==> src/rtl/ctrl_pkg.sv <==
// ctrl_pkg: shared state, ALU-op and opcode definitions for the multicycle RV32I controller
package ctrl_pkg;
    typedef enum logic [3:0] {
        FETCH, DECODE, MEMADR, MEMREAD, MEMWB, MEMWRITE, EXECR,
        EXECI, ALUWB, BRANCH, JAL, JALR, UPPER, TRAP
    } state_t;
    typedef enum logic [3:0] {
        ALU_ADD, ALU_SUB, ALU_AND, ALU_OR, ALU_XOR, ALU_SLT, ALU_SLTU, ALU_SLL,
        ALU_SRL, ALU_SRA, ALU_BEQ, ALU_BNE, ALU_BLT, ALU_BGE, ALU_BLTU, ALU_BGEU
    } alu_op_t;
    localparam alu_op_t ALU_PASSB = ALU_OR;
    localparam logic [6:0] OP_LOAD  = 7'b0000011;
    localparam logic [6:0] OP_STORE = 7'b0100011;
    localparam logic [6:0] OP_R     = 7'b0110011;
    localparam logic [6:0] OP_I     = 7'b0010011;
    localparam logic [6:0] OP_BR    = 7'b1100011;
    localparam logic [6:0] OP_JAL   = 7'b1101111;
    localparam logic [6:0] OP_JALR  = 7'b1100111;
    localparam logic [6:0] OP_LUI   = 7'b0110111;
    localparam logic [6:0] OP_AUIPC = 7'b0010111;
    localparam logic [2:0] IMM_I = 3'b000;
    localparam logic [2:0] IMM_S = 3'b001;
    localparam logic [2:0] IMM_B = 3'b010;
    localparam logic [2:0] IMM_U = 3'b011;
    localparam logic [2:0] IMM_J = 3'b100;
endpackage

==> src/rtl/alu_decoder.sv <==
// alu_decoder: maps funct3/funct7b5 to an ALU operation for register and immediate arithmetic
module alu_decoder
    import ctrl_pkg::*;
(
    input  logic [2:0] funct3,
    input  logic       funct7b5,
    input  logic       is_rtype,
    output logic [3:0] alu_op
);
    always_comb begin
        alu_op = ALU_ADD;
        case (funct3)
            3'b000: alu_op = (is_rtype && funct7b5) ? ALU_SUB : ALU_ADD;
            3'b001: alu_op = ALU_SLL;
            3'b010: alu_op = ALU_SLT;
            3'b011: alu_op = ALU_SLTU;
            3'b100: alu_op = ALU_XOR;
            3'b101: alu_op = funct7b5 ? ALU_SRA : ALU_SRL;
            3'b110: alu_op = ALU_OR;
            3'b111: alu_op = ALU_AND;
            default: alu_op = ALU_ADD;
        endcase
    end
endmodule

==> src/rtl/multicycle_ctrl.sv <==
// multicycle_ctrl: main FSM sequencing a multicycle RV32I datapath over one shared memory port
module multicycle_ctrl
    import ctrl_pkg::*;
#(
    parameter int unsigned TIMEOUT = 255
) (
    input  logic       clk,
    input  logic       reset,
    input  logic [6:0] op,
    input  logic [2:0] funct3,
    input  logic       funct7b5,
    input  logic       LogOut,
    input  logic       mem_ready,
    output logic       mem_req,
    output logic       MemWrite,
    output logic       AdrSrc,
    output logic       IRWrite,
    output logic       PCWrite,
    output logic       RegWrite,
    output logic [1:0] ALUSrcA,
    output logic [1:0] ALUSrcB,
    output logic [1:0] ResultSrc,
    output logic [2:0] ImmSrc,
    output logic [3:0] ALUControl,
    output logic       trap
);
    state_t     state, next;
    logic [7:0] wait_cnt;
    logic [3:0] alu_dec;
    logic       timed_out;

    alu_decoder u_dec (
        .funct3  (funct3),
        .funct7b5(funct7b5),
        .is_rtype(state == EXECR),
        .alu_op  (alu_dec)
    );

    assign timed_out = (TIMEOUT != 0) && (wait_cnt == 8'(TIMEOUT));

    always_ff @(posedge clk) begin
        if (!reset) begin
            state    <= FETCH;
            wait_cnt <= '0;
        end else begin
            state    <= next;
            wait_cnt <= (next != state || mem_ready) ? '0 : wait_cnt + 8'(mem_req);
        end
    end

    always_comb begin
        next       = state;
        mem_req    = 1'b0;
        MemWrite   = 1'b0;
        AdrSrc     = 1'b0;
        IRWrite    = 1'b0;
        PCWrite    = 1'b0;
        RegWrite   = 1'b0;
        ALUSrcA    = 2'b00;
        ALUSrcB    = 2'b00;
        ResultSrc  = 2'b00;
        ImmSrc     = IMM_I;
        ALUControl = ALU_ADD;
        trap       = 1'b0;
        case (state)
            FETCH: begin
                mem_req   = 1'b1;
                IRWrite   = mem_ready;
                PCWrite   = mem_ready;
                ALUSrcB   = mem_ready ? 2'b10 : 2'b00;
                ResultSrc = mem_ready ? 2'b10 : 2'b00;
                next      = mem_ready ? DECODE : FETCH;
            end
            DECODE: begin
                ALUSrcA = 2'b01;
                ALUSrcB = 2'b01;
                ImmSrc  = IMM_B;
                case (op)
                    OP_LOAD, OP_STORE: next = MEMADR;
                    OP_R:              next = EXECR;
                    OP_I:              next = EXECI;
                    OP_BR:             next = BRANCH;
                    OP_JAL:            next = JAL;
                    OP_JALR:           next = JALR;
                    OP_LUI, OP_AUIPC:  next = UPPER;
                    default:           next = TRAP;
                endcase
            end
            MEMADR: begin
                ALUSrcA = 2'b10;
                ALUSrcB = 2'b01;
                ImmSrc  = op[5] ? IMM_S : IMM_I;
                next    = op[5] ? MEMWRITE : MEMREAD;
            end
            MEMREAD: begin
                mem_req = 1'b1;
                AdrSrc  = 1'b1;
                next    = mem_ready ? MEMWB : MEMREAD;
            end
            MEMWB: begin
                ResultSrc = 2'b01;
                RegWrite  = 1'b1;
                next      = FETCH;
            end
            MEMWRITE: begin
                mem_req  = 1'b1;
                MemWrite = 1'b1;
                AdrSrc   = 1'b1;
                next     = mem_ready ? FETCH : MEMWRITE;
            end
            EXECR, EXECI: begin
                ALUSrcA    = 2'b10;
                ALUSrcB    = state == EXECI ? 2'b01 : 2'b00;
                ALUControl = alu_dec;
                next       = ALUWB;
            end
            ALUWB: begin
                RegWrite = 1'b1;
                next     = FETCH;
            end
            BRANCH: begin
                ALUSrcA    = 2'b10;
                ImmSrc     = IMM_B;
                ALUControl = funct3[2] ? {2'b11, funct3[1:0]} : {3'b101, funct3[0]};
                PCWrite    = LogOut && funct3[2:1] != 2'b01;
                next       = funct3[2:1] == 2'b01 ? TRAP : FETCH;
            end
            JAL: begin
                PCWrite = 1'b1;
                ALUSrcA = 2'b01;
                ALUSrcB = 2'b10;
                ImmSrc  = IMM_J;
                next    = ALUWB;
            end
            JALR: begin
                PCWrite   = 1'b1;
                ALUSrcA   = 2'b10;
                ALUSrcB   = 2'b01;
                ResultSrc = 2'b10;
                next      = ALUWB;
            end
            UPPER: begin
                ImmSrc     = IMM_U;
                ALUSrcA    = op[5] ? 2'b10 : 2'b01;
                ALUSrcB    = 2'b01;
                ALUControl = op[5] ? ALU_PASSB : ALU_ADD;
                next       = ALUWB;
            end
            default: begin
                trap = 1'b1;
                next = TRAP;
            end
        endcase
        // a stalled access that hits the limit is abandoned with every enable dropped
        if (timed_out) begin
            mem_req    = 1'b0;
            MemWrite   = 1'b0;
            AdrSrc     = 1'b0;
            IRWrite    = 1'b0;
            PCWrite    = 1'b0;
            RegWrite   = 1'b0;
            ALUSrcA    = 2'b00;
            ALUSrcB    = 2'b00;
            ResultSrc  = 2'b00;
            ImmSrc     = IMM_I;
            ALUControl = ALU_ADD;
            next       = TRAP;
        end
    end
endmodule
==> config.mk <==
export PLATFORM = sky130hd
export DESIGN_NAME = multicycle_ctrl
export DESIGN_NICKNAME = d
export VERILOG_FILES = /design/src/rtl/ctrl_pkg.sv /design/src/rtl/alu_decoder.sv /design/src/rtl/multicycle_ctrl.sv
export SDC_FILE = /design/constraint.sdc
export NUM_CORES = 1
export LEC_CHECK = 0
export CAP_MARGIN = 5
export CORE_ASPECT_RATIO = 1.75
export CORE_UTILIZATION = 40
export DETAILED_ROUTE_END_ITERATION = 8
export HOLD_SLACK_MARGIN = 0.06
export PLACE_DENSITY = 0.71
export SETUP_SLACK_MARGIN = 0.02
export SLEW_MARGIN = 30
export SYNTH_ARGS = -nofsm -noshare
export SYNTH_HDL_FRONTEND = slang
export SYNTH_SLANG_ARGS = --single-unit
==> constraint.sdc <==
create_clock -name clk -period 3.55 [get_ports clk]
set_input_delay 0.355 -clock clk [delete_from_list [all_inputs] [get_ports clk]]
set_output_delay 0.355 -clock clk [all_outputs]
set_load 0.005 [all_outputs]
# [Yosys cells after proc, flatten, opt, wreduce, memory -nomap -nowiden]
# Cells that the tools add are included.
[word_totals] reg_bits=12 word_cells=95
[op_classes] addsub=1 eq_ne=32 mux=40 bitwise_logic=1 n_reduce_logical=19
[op_table] operator="4-bit one-hot mux with 8 select lines" n=2
[op_table] operator="4-bit one-hot mux with 7 select lines" n=1
[op_table] operator="7-bit by 6-bit == test with 1-bit output, second input constant" n=3
[op_table] operator="7-bit == test, second input constant" n=3
[op_table] operator="4-bit == test, second input constant" n=5
[op_table] operator="2-bit OR reduction" n=9
[op_table] operator="1-bit two-way mux" n=17
[op_table] operator="4-bit by 3-bit == test with 1-bit output, second input constant" n=4
[op_table] operator="3-bit two-way mux" n=5
[op_table] operator="7-bit by 5-bit == test with 1-bit output, second input constant" n=2
[op_table] operator="13-bit OR reduction" n=1
[op_table] operator="3-bit == test, second input constant" n=4
[op_table] operator="2-bit two-way mux" n=6
[op_table] operator="4-bit two-way mux" n=3
[op_table] operator="2-bit one-hot mux with 3 select lines" n=2
[op_table] operator="3-bit one-hot mux with 4 select lines" n=1
[op_table] operator="4-bit one-hot mux with 3 select lines" n=1
[op_table] operator="5-bit OR reduction" n=2
[op_table] operator="8-bit by 1-bit adder with 8-bit output" n=1
[op_table] operator="4-bit by 2-bit == test with 1-bit output, second input constant" n=2
[op_table] operator="8-bit == test, second input constant" n=1
[op_table] operator="2-bit one-hot mux with 4 select lines" n=1
[op_table] operator="7-bit by 2-bit == test with 1-bit output, second input constant" n=1
[op_table] operator="3-bit by 2-bit == test with 1-bit output, second input constant" n=2
[op_table] operator="other kinds (13)" n=14

# [Longest topological paths before layout]
# Gate-level depths: netlist (run 1).
[logic_depth] word_depth=8 depth_mapped=11 mapped_depth_nobuf=9

# [Cells and area by module]
# From an unflattened synthesis (run 1), not the netlist that was laid out.
[unflattened] hier_cells=192 area_unflattened_um2=1430.1
[modules_own_cells] module="multicycle_ctrl" n_inst=1 cells_per_inst=183 area_each_um2=1370.1 seq_area_each_um2=240.2
[modules_own_cells] module="alu_decoder" n_inst=1 cells_per_inst=9 area_each_um2=60.1 seq_area_each_um2=0.0

# [Worst setup path before layout (run 1)]
# OpenSTA, ideal clock, no wires.
[synth_timing] kind="flip-flop to flip-flop" start="reg state[1]" end="reg wait_cnt[6]" t_arrival_ns=2.171 required_ns=3.459 setup_slack_ns=1.288 path_stages_with_launch=10 path_buffers=2 synth_period_minus_slack_ns=2.262 cell_sequence="dfxtp_1 clkbuf_1 buf_1 a21oi_1 nor3_1 ha_1 ha_1 nand2_1 xor2_1 a311oi_1"
[synth_via] elab_cells_between_ends=24 classes_between="add/sub (1); eq/ne (13); mux (4); reduce/logical (6)"
[synth_lines] item="from (decl)" line="multicycle_ctrl.sv:27" rtl="state_t state, next;"
[synth_lines] item="from (signal assigned)" line="multicycle_ctrl.sv:46" rtl="state <= next;"
[synth_lines] item="4-bit by 3-bit == test with 1-bit output (tied with other cells)" line="multicycle_ctrl.sv:65" rtl="case (state)"
[synth_lines] item="3-bit OR reduction (no line) (*)"
[synth_lines] item="1-bit two-way mux (*)" line="multicycle_ctrl.sv:65"
[synth_lines] item="1-bit two-way mux (*)" line="multicycle_ctrl.sv:155" rtl="if (timed_out) begin"
[synth_lines] item="via mem_req" line="multicycle_ctrl.sv:14" rtl="output logic mem_req,"
[synth_lines] item="8-bit by 1-bit adder with 8-bit output (*)" line="multicycle_ctrl.sv:47" rtl="wait_cnt <= (next != state || mem_ready) ? '0 : wait_cnt + 8'(mem_req);"
[synth_lines] item="to (signal assigned)" line="multicycle_ctrl.sv:47"
[synth_lines] item="to (decl)" line="multicycle_ctrl.sv:28" rtl="logic [7:0] wait_cnt;"
# Mark *: on every way through the listed nets, which the timed path passes. The rest lies on a longest branch.
# A chain may end at the register's enable or synchronous reset.

# [Final worst setup path (run 1)]
[layout_timing] start="reg state[2]" end="out ALUControl[0]"
[layout_via] elab_chain_cells=6 elab_cells_between_ends=10 classes_between="eq/ne (4); mux (4); reduce/logical (2)"
[layout_rtl] item="4-bit by 3-bit == test with 1-bit output" line="multicycle_ctrl.sv:35, multicycle_ctrl.sv:65"
[layout_rtl] item="1-bit logical AND" line="alu_decoder.sv:13" rtl="3'b000: alu_op = (is_rtype && funct7b5) ? ALU_SUB : ALU_ADD;"
[layout_rtl] item="1-bit two-way mux" line="alu_decoder.sv:13"
[layout_rtl] item="4-bit one-hot mux with 8 select lines" line="alu_decoder.sv:12" rtl="case (funct3)"
[layout_rtl] item="4-bit one-hot mux with 3 select lines (*)" line="multicycle_ctrl.sv:65"
[layout_rtl] item="4-bit two-way mux (*)" line="multicycle_ctrl.sv:155"
[layout_rtl] item="to (decl)" line="multicycle_ctrl.sv:24" rtl="output logic [3:0] ALUControl,"
# Mark *: on every way between the ends. The rest lies on a longest branch, timed or not.

==> metrics.md, run 1 <==
| Metric | Value |
|---|---|
| Top FF cell, synth | `dfxtp_1` |
| Top cell by count, worst path | `nand2_1` |
| Yosys cell types | `50` |
| Post_cts resized | `0` |
| Slew margin rel. | `0.424` |
| First-pass GRT wire length | `6.00 mm` |
| Leading area contributor after synthesis | `dfxtp_1` |
| Post-Place Cells | `247` |
| Hold_ws | `572 ps` |
| Synthesized area | `1280 sq um` |
| TritonCTS Sinks | `12` |
| Inserted Clock Buffers | `3` |
| Pin count of the biggest net entering global routing | `27` |
| PwrDens | `about 280 nW/um^2` |
| Pleak | `0.576 nW` |
| Crit-path cells | `xor2_1 > nand2_1 > o21ai_0 > nand2_1 > a31oi_1 > clkdlybuf4s50_1` |
| Area of the core | `between 2000 and 3000 sq um` |
| Hold Vio Cnt, Final | `0` |
| Syn Nets | `201` |
| Ys Warns | `0` |
| RSZ-0062 raised after global routing | `false` |
| Yosys reg bits | `12` |
| Initial antenna violation count | `0` |
| TritonRoute pass-1 iters | `6` |
| Routed len/inst | `about 14 um` |
| Initial core utilization | `0.427` |
| Worst Setup End Kind | `output port` |
| IO Port Bufs | `34` |
| Final GP Congestion | `0.825` |
| Post-Synthesis Cells | `184` |
| CTS tree | `yes` |
| Worst Hold Class | `flip-flop to flip-flop` |
| Largest cells by area after synthesis | `dfxtp_1 19%, a311oi_1 6.2%, nor2_1 6.2%` |
| ANT cells | `0` |
| Critical Path AT | `2400 ps` |
| Max_cap viols | `0` |
| Vias in the first global route | `1395` |
| Sequential share of the synthesized area | `0.188` |
| CTS clk-pin slew, worst paths | `50 ps` |
| Postcts setup bufs | `0` |
| Die area | `between 3000 and 4000 sq um` |
| Setup-failing EPs final | `0` |
| Failing checks | `DRC` |
| # rows | `26` |
| WS Path Type | `flip-flop to output port` |
| Slew Limit Fails | `0` |
| Req. time, crit path | `around 3200 ps` |
| Htree depth | `1` |
| Final non-filler cell total | `250` |
| Synth top area share | `0.188` |
| DRT Wirelength | `3.59 mm` |
| Crit path launch type | `flip-flop` |
| CTS root buf | `clkbuf_8` |
| Fillcell total | `roughly 330` |
| Minimum clock period | `roughly 2800 ps` |
| DR DRC count | `1` |
| Fin crit share | `0.776` |
| Layout cells sized above 1 | `0.0625` |
| Top-count cell post-synth | `nor2_1` |
| Nets | `227` |
| Top delay family on crit path | `flip-flops` |
| Post-synth EDFFs | `0` |
| Total track usage | `0.223` |
| # IOs | `35` |
| Die Y | `76.8 um` |
| GRT Residual Overflow | `0` |
| DIE WIDTH | `roughly 45 um` |
| Status | `complete, but fails checks` |
| Power Total | `~460 uW` |
| Clk Latency, worst-skew pair | `240 ps` |
| Critical path's slowest cell | `dfxtp_1` |
| Initial drt markers | `21` |
| Max incr delay on CP | `840 ps` |
| Clk buf depth | `2` |
| Commonest cells in the netlist | `21 x nor2_1, 16 x nand2_1, 12 x dfxtp_1` |
| CP bufs+invs | `1` |
| Routed Antenna Nets | `0` |
| Via density | `5.90` |
| Post-DP HPWL | `approximately 2.8 mm` |
| Fmax | `0.363 GHz` |
| Worst slew pin tran | `roughly 860 ps` |
| Async set or reset register ratio after synthesis | `0` |
| Skew final | `1.42 ps` |
| CP Max Fanout | `20` |
| Area grow syn2layout | `29.2%` |
| Avg Cell Area, Syn | `6.94 sq um` |
| CTS Hold Bufs | `0` |
| VDD IR-drop max | `0.130 mV` |
| Total negative setup slack | `0 ps` |
| Vias post-DR | `~1500` |
-- cell usage in the layout (no fill, tap or decap), types with 4 or more instances in the layout --
cell type        Yosys  layout
clkdlybuf4s50_1      0      34
nor3_1               7       7
nand3_1              8       8
a21oi_1              9       9
inv_1               10      10
nand2_1             16      16
nor2b_1              4       4
dfxtp_1             12      12
o21ai_0              6       6
nand4_1              7       7
nor2_1              21      20
a311oi_1             9       9
xor2_1               6       6
a31oi_1              4       4
-- per-layer routing --
layer	global-route usage	wire length [um]
met1	0.230	1360
met2	0.418	1980
met3	0.0212	148
met4	0.103	99
met5	0	0
-- state kept, by name, indices dropped and copies added, names as in the netlist --
signal / cells
wait_cnt: 8
state: 4
-- path summary, 6_finish.rpt --
path	slack, ps	end	depth (start not counted)	from
worst max-delay path	790	ALUControl[0]	6	state[2]
worst max register to register	990	wait_cnt[4]	9	state[2]
worst min register to register	570	wait_cnt[7]	2	wait_cnt[7]
worst min-delay path	570	wait_cnt[7]	2	wait_cnt[7]
-- cell families after synthesis --
family / after synthesis / share of synthesized area
DFF: 12 / 0.188
and+or+nand+nor: 85 / 0.349
AOI/OAI and AO/OA: 51 / 0.289
xor gates and xnor gates: 9 / 0.0617
adders and majority gates: 2 / 0.0196
buffers and inverters: 24 / 0.0852
muxes: 1 / 0.00784
-- worst register-to-register path, delay by kind of cell, from the launching register on --
| family | cells | cell delay, ps |
|---|---|---|
| AOI/OAI and AO/OA | 2 | 250 |
| adders and majority gates | 2 | 530 |
| and+or+nand+nor | 3 | 510 |
| DFF | 1 | 840 |
| xor gates and xnor gates | 2 | 330 |
-- where the power goes --
group	leakage, nW	switching, mW	internal, mW	total, mW
clock	0.0216	0.0461	0.0744	0.121
sequential	0.0972	0.0149	0.140	0.155
combinational	0.457	0.0895	0.0925	0.182
-- layout make-up --
type | count | area [sq um] | share of cell area
Sequential cell | 12 | 240 | 0.146
Timing Repair Buffer | 35 | 348 | 0.211
Inverter | 10 | 37.5 | 0.0227
Clock buffer | 3 | 41.3 | 0.0250
Tap cell | 42 | 52.6 | 0.0318
Multi-Input combinational cell | 148 | 931 | 0.564
-- per-stage QoR --
step                worst slack, ps   util  area, sq um
finish                          794  0.551         1650
floorplan                      1290      -         1280
detailed placement              968  0.538         1610
CTS                             810  0.551         1650
global route                    552  0.551         1650
global placement                912  0.537         1610
No activity file was read; power rests on OpenSTA's default activity.
==> inputs of run 2 (changes only) <==
- clock period: 3.55 -> 2.87 ns (I/O delays scaled with it)
==> metrics.md, run 2 (synthesis gave the netlist of run 1 again) <==
| Metric | Value |
|---|---|
| Status | `finished, final reports clean` |
| First-pass GRT wire length | `5.90 mm` |
| Die area | `3430 sq um` |
| TritonRoute pass-1 iters | `6` |
| Initial core utilization | `0.427` |
| Hold Vio Cnt, Final | `0` |
| VDD IR-drop max | `0.182 mV` |
| Pre-CTS WS | `347 ps` |
| Switching Share | `0.323` |
| Area of the core | `2990 sq um` |
| Leading cell types in the layout, fill and taps excluded | `34 x clkdlybuf4s50_1, 21 x nor2_1, 16 x nand2_1` |
| RSZ-0062 raised after global routing | `false` |
| # IOs | `35` |
| Postcts setup bufs | `0` |
| Req. time, crit path | `2580 ps` |
| Setup-failing EPs final | `0` |
| Total track usage | `0.222` |
| Worst r2r dst | `wait_cnt[4]` |
| Final non-filler cell total | `255` |
| Slew margin rel. | `0.524` |
| Layout cells sized above 1 | `0.0798` |
| Vias post-DR | `1469` |
| Sw power | `197 uW` |
| Post-DP HPWL | `2.85 mm` |
| Commonest non-fill, non-tap cell in the layout | `clkdlybuf4s50_1` |
| Hold path endpoint | `wait_cnt[5]` |
| CP Max Fanout | `23` |
| Pleak | `~0.6 nW` |
| Routed len/inst | `14.4 um` |
| Total negative setup slack | `0 ps` |
| Pin count of the biggest net entering global routing | `24` |
| Fmax | `0.386 GHz` |
| Via density | `5.76` |
| Slew Limit Fails | `0` |
| Max_cap viols | `0` |
| CTS root buf | `clkbuf_8` |
| Initial drt markers | `40` |
| Die Y | `roughly 77 um` |
| Routed Antenna Nets | `0` |
| Register-to-Register Path Depth | `9` |
| Int Pwr | `411 uW` |
| Vias in the first global route | `1394` |
| Area after DPL | `1640 sq um` |
| Crit path launch type | `flip-flop` |
| Initial antenna violation count | `0` |
| Clk buf depth | `2` |
| Clock Power Share | `0.306` |
| Skew final | `2.11 ps` |
| Worst r2r src | `state[2]` |
| FF-to-FF setup slack | `420 ps` |
| CTS Hold Bufs | `0` |
| GRT Residual Overflow | `0` |
| Worst Hold Class | `flip-flop to flip-flop` |
| Area grow syn2layout | `32.4%` |
| Largest Register | `wait_cnt` |
| # rows | `26` |
| PwrDens | `around 360 nW/um^2` |
| Nets | `231` |
| Worst hold stages | `2` |
| Fin crit share | `0.902` |
| DR DRC count | `0` |
| WS Path Type | `flip-flop to output port` |
| Largest register FFs | `8` |
| TritonCTS Sinks | `12` |
| CTS clk-pin slew, worst paths | `50 ps` |
| Minimum clock period | `roughly 2600 ps` |
| ANT cells | `0` |
| CTS tree | `yes` |
| Final worst-path setup slack | `281 ps` |
| Comb power frac | `0.386` |
| Register share of total power | `0.307` |
| Inserted Clock Buffers | `3` |
| Worst Setup End Kind | `output port` |
| Critical Path AT | `~2300 ps` |
| Core Util, Final | `0.565` |
| Post_cts resized | `0` |
| Hold Crit Start | `wait_cnt[5]` |
| Top Registers | `wait_cnt x8, state x4` |
| Post-Place Cells | `251` |
| Clk Latency, worst-skew pair | `240 ps` |
| DIE WIDTH | `44.7 um` |
| Htree depth | `1` |
| DRT Wirelength | `3.68 mm` |
| Worst slew pin tran | `713 ps` |
| Final GP Congestion | `0.824` |
| IO Port Bufs | `34` |
| Final instance area | `roughly 1700 sq um` |
==> run 2: cell types whose count changed in the layout (fill, tap and decap cells not counted) <==
cell | before | now
clkbuf_8 | 3 | 4
buf_4 | 1 | 5
nor2_1 | 20 | 21
nor2_2 | 1 | 0
==> run 2: stage by stage <==
stage / power [mW] / hold slack, ps
after floorplan: 0.325 / 405
final: 0.608 / 571
after global routing: 0.641 / 609
after global placement: 0.419 / 561
after detailed placement: 0.424 / 555
after CTS: 0.611 / 569
==> run 2: power groups by stage <==
| stage | registers, mW | clock network [mW] | logic (mW) |
|---|---|---|---|
| 2_1_floorplan | 0.179 | 0 | 0.146 |
| 3_3_place_gp | 0.190 | 0 | 0.229 |
| 3_5_place_dp | 0.190 | 0 | 0.234 |
| 4_1_cts | 0.187 | 0.189 | 0.235 |
| 5_1_grt | 0.188 | 0.195 | 0.259 |
| 6_report | 0.187 | 0.186 | 0.235 |
==> run 2: area by class of cell <==
class	count	area (sq um)
fill	320	1300
clock buffer	4	55.1
sequential	12	240
tap	42	52.6
multi-input combinational	148	928
inverter	10	37.5
timing repair buffer	39	378
==> run 2: per-layer routing <==
| metal | vias to the layer above | wire length, um | global-route usage |
|---|---|---|---|
| met5 | - | 0 | 0 |
| met4 | 0 | 87 | 0.118 |
| met3 | 10 | 151 | 0.0165 |
| met2 | 45 | 2050 | 0.412 |
| met1 | 672 | 1390 | 0.230 |
| li1 | 742 | - | - |
==> run 2: worst max-delay path by stage <==
stage	endpoint	start	slack, ps	depth (start not counted)
global route	PCWrite	state[1]	110	4
floorplan	wait_cnt[6]	state[1]	610	9
detailed placement	wait_cnt[4]	op[6]	350	6
CTS	PCWrite	state[1]	270	4
finish	PCWrite	state[1]	280	4
global placement	wait_cnt[7]	op[6]	450	6
==> run 2: worst max-delay path: stages (launching register included) <==
cell and delay [ps]:
dfxtp_1 780, buf_4 250, a311oi_1 40, a2111oi_0 410, clkdlybuf4s50_1 580
==> inputs of run 3 (changes only) <==
- CORE_ASPECT_RATIO: 1.75 -> 1.5
- HOLD_SLACK_MARGIN: 0.06 -> default
==> metrics.md, run 3 (synthesis gave the netlist of run 1 again) <==
| Metric | Value |
|---|---|
| Top Registers | `wait_cnt x8, state x4` |
| Area of the core | `2970 sq um` |
| Fmax | `roughly 0.38 GHz` |
| Register share of total power | `0.326` |
| TritonCTS Sinks | `12` |
| Total track usage | `0.235` |
| DIE WIDTH | `48.1 um` |
| Pin count of the biggest net entering global routing | `23` |
| Layout cells sized above 1 | `0.0806` |
| Worst hold stages | `2` |
| Post-DP HPWL | `about 2.8 mm` |
| PwrDens | `345 nW/um^2` |
| Clk Latency, worst-skew pair | `240 ps` |
| Slew margin rel. | `0.595` |
| CTS root buf | `clkbuf_8` |
| Max_cap viols | `0` |
| CP bufs+invs | `1` |
| Worst slew pin tran | `606 ps` |
| Worst Hold Class | `flip-flop to flip-flop` |
| Top delay family on crit path | `buffers and inverters` |
| Slew Limit Fails | `0` |
| Req. time, crit path | `2580 ps` |
| Fin crit share | `0.926` |
| RSZ-0062 raised after global routing | `false` |
| Crit path launch type | `flip-flop` |
| Clock Power Share | `0.263` |
| Max layer used | `met4` |
| Final worst-path setup slack | `approximately 210 ps` |
| IO Port Bufs | `34` |
| CTS Hold Bufs | `0` |
| Core Util, Final | `0.562` |
| Pleak | `between 0.5 and 0.6 nW` |
| Setup-failing EPs final | `0` |
| Final GP Congestion | `0.837` |
| Area after DPL | `1630 sq um` |
| Routed len/inst | `around 15 um` |
| FF-to-FF setup slack | `510 ps` |
| Minimum clock period | `roughly 2700 ps` |
| Die area | `around 3400 sq um` |
| Hold_ws | `584 ps` |
| Inserted Clock Buffers | `3` |
| Largest Register | `wait_cnt` |
| Max incr delay on CP | `between 500 and 600 ps` |
| # rows | `24` |
| Largest register FFs | `8` |
| Total negative setup slack | `0 ps` |
| Htree depth | `1` |
| Initial drt markers | `30` |
| Hold path endpoint | `wait_cnt[7]` |
| First-pass GRT wire length | `6.07 mm` |
| # IOs | `35` |
| Commonest non-fill, non-tap cell in the layout | `clkdlybuf4s50_1` |
| Vias post-DR | `around 1500` |
| Leading cell types in the layout, fill and taps excluded | `34 x clkdlybuf4s50_1, 20 x nor2_1, 16 x nand2_1` |
| Hold Vio Cnt, Final | `0` |
| VDD IR-drop max | `roughly 0.16 mV` |
| Met1 Routed Length | `between 1 and 1.5 mm` |
| Sw power | `193 uW` |
| CTS clk-pin slew, worst paths | `approximately 50 ps` |
| Post-Place Cells | `247` |
| GRT Residual Overflow | `0` |
| Register-to-Register Path Depth | `9` |
| Crit-path cells | `nor2_1 > nand2_1 > a2111oi_0 > clkdlybuf4s50_1` |
| CP Max Fanout | `19` |
| Status | `finished, final reports clean` |
| Routed Antenna Nets | `0` |
| Worst r2r src | `state[0]` |
| Power Total | `roughly 580 uW` |
| Area grow syn2layout | `30.8%` |
| Critical path's slowest cell | `clkdlybuf4s50_1` |
| Pre-CTS WS | `256 ps` |
| WS Path Type | `flip-flop to output port` |
| Nets | `230` |
| Final instance area | `1670 sq um` |
| Comb power frac | `0.411` |
| Worst r2r dst | `wait_cnt[4]` |
| DR DRC count | `0` |
| Skew final | `about 4.1 ps` |
| ANT cells | `0` |
| DRT Wirelength | `between 3 and 4 mm` |
| Via density | `between 5 and 6` |
| Vias in the first global route | `1442` |
| Final non-filler cell total | `250` |
| Initial core utilization | `0.430` |
| Critical Path AT | `between 2000 and 2500 ps` |
| Met2 Wirelength | `2.08 mm` |
| Metal3 WL | `95 um` |
| Hold Crit Start | `wait_cnt[7]` |
| Initial antenna violation count | `0` |
| Worst Setup End Kind | `output port` |
| Clk buf depth | `2` |
| Int Pwr | `383 uW` |
| CTS tree | `yes` |
| TritonRoute pass-1 iters | `5` |
| Switching Share | `0.335` |
| Die Y | `between 70 and 80 um` |
-- run 3: cell types whose count changed in the layout (fill, tap and decap cells not counted), sizes merged --
cell / change
buf: -1
clkbuf: -1
-- run 3: area by class of cell --
type | count | area (sq um)
inverter | 10 | 37.5
multi-input combinational | 148 | 931
clock buffer | 3 | 41.3
timing repair buffer | 38 | 370
tap | 39 | 48.8
sequential | 12 | 241
fill | 297 | 1300
-- run 3: timing repair --
item / 4_1_cts / 5_1_grt
endpoints found under the setup margin: 0 / 1
gates resized for setup: 0 / 1
buffers inserted: 0 / 0
-- run 3: worst max-delay path by stage --
stage	startpoint	end	cells past startpoint	slack (ps)
floorplan	state[1]	wait_cnt[6]	9	610
global placement	op[5]	wait_cnt[0]	6	350
detailed placement	op[5]	wait_cnt[7]	6	260
CTS	wait_cnt[2]	ALUSrcB[1]	5	90
global route	state[1]	PCWrite	4	80
finish	state[1]	PCWrite	4	210
-- run 3: per-layer routing --
layer,global-route usage,vias to the layer above
met5,0,-
met4,0.0741,0
met3,0.0126,9
met2,0.430,32
met1,0.269,696
li1,-,742
-- run 3: tightest hold or removal path, delay by kind of cell, from the launching register on --
family	cells	cell delay (ps)
flip-flops	1	320
AO/OA/AOI/OAI	1	60
XOR/XNOR	1	150
-- run 3: power groups by stage --
stage / Clock (mW) / Sequential, mW / Combinational, mW
2_1_floorplan: 0 / 0.179 / 0.146
3_3_place_gp: 0 / 0.190 / 0.232
3_5_place_dp: 0 / 0.190 / 0.235
4_1_cts: 0.155 / 0.187 / 0.236
5_1_grt: 0.159 / 0.189 / 0.261
6_report: 0.152 / 0.188 / 0.237
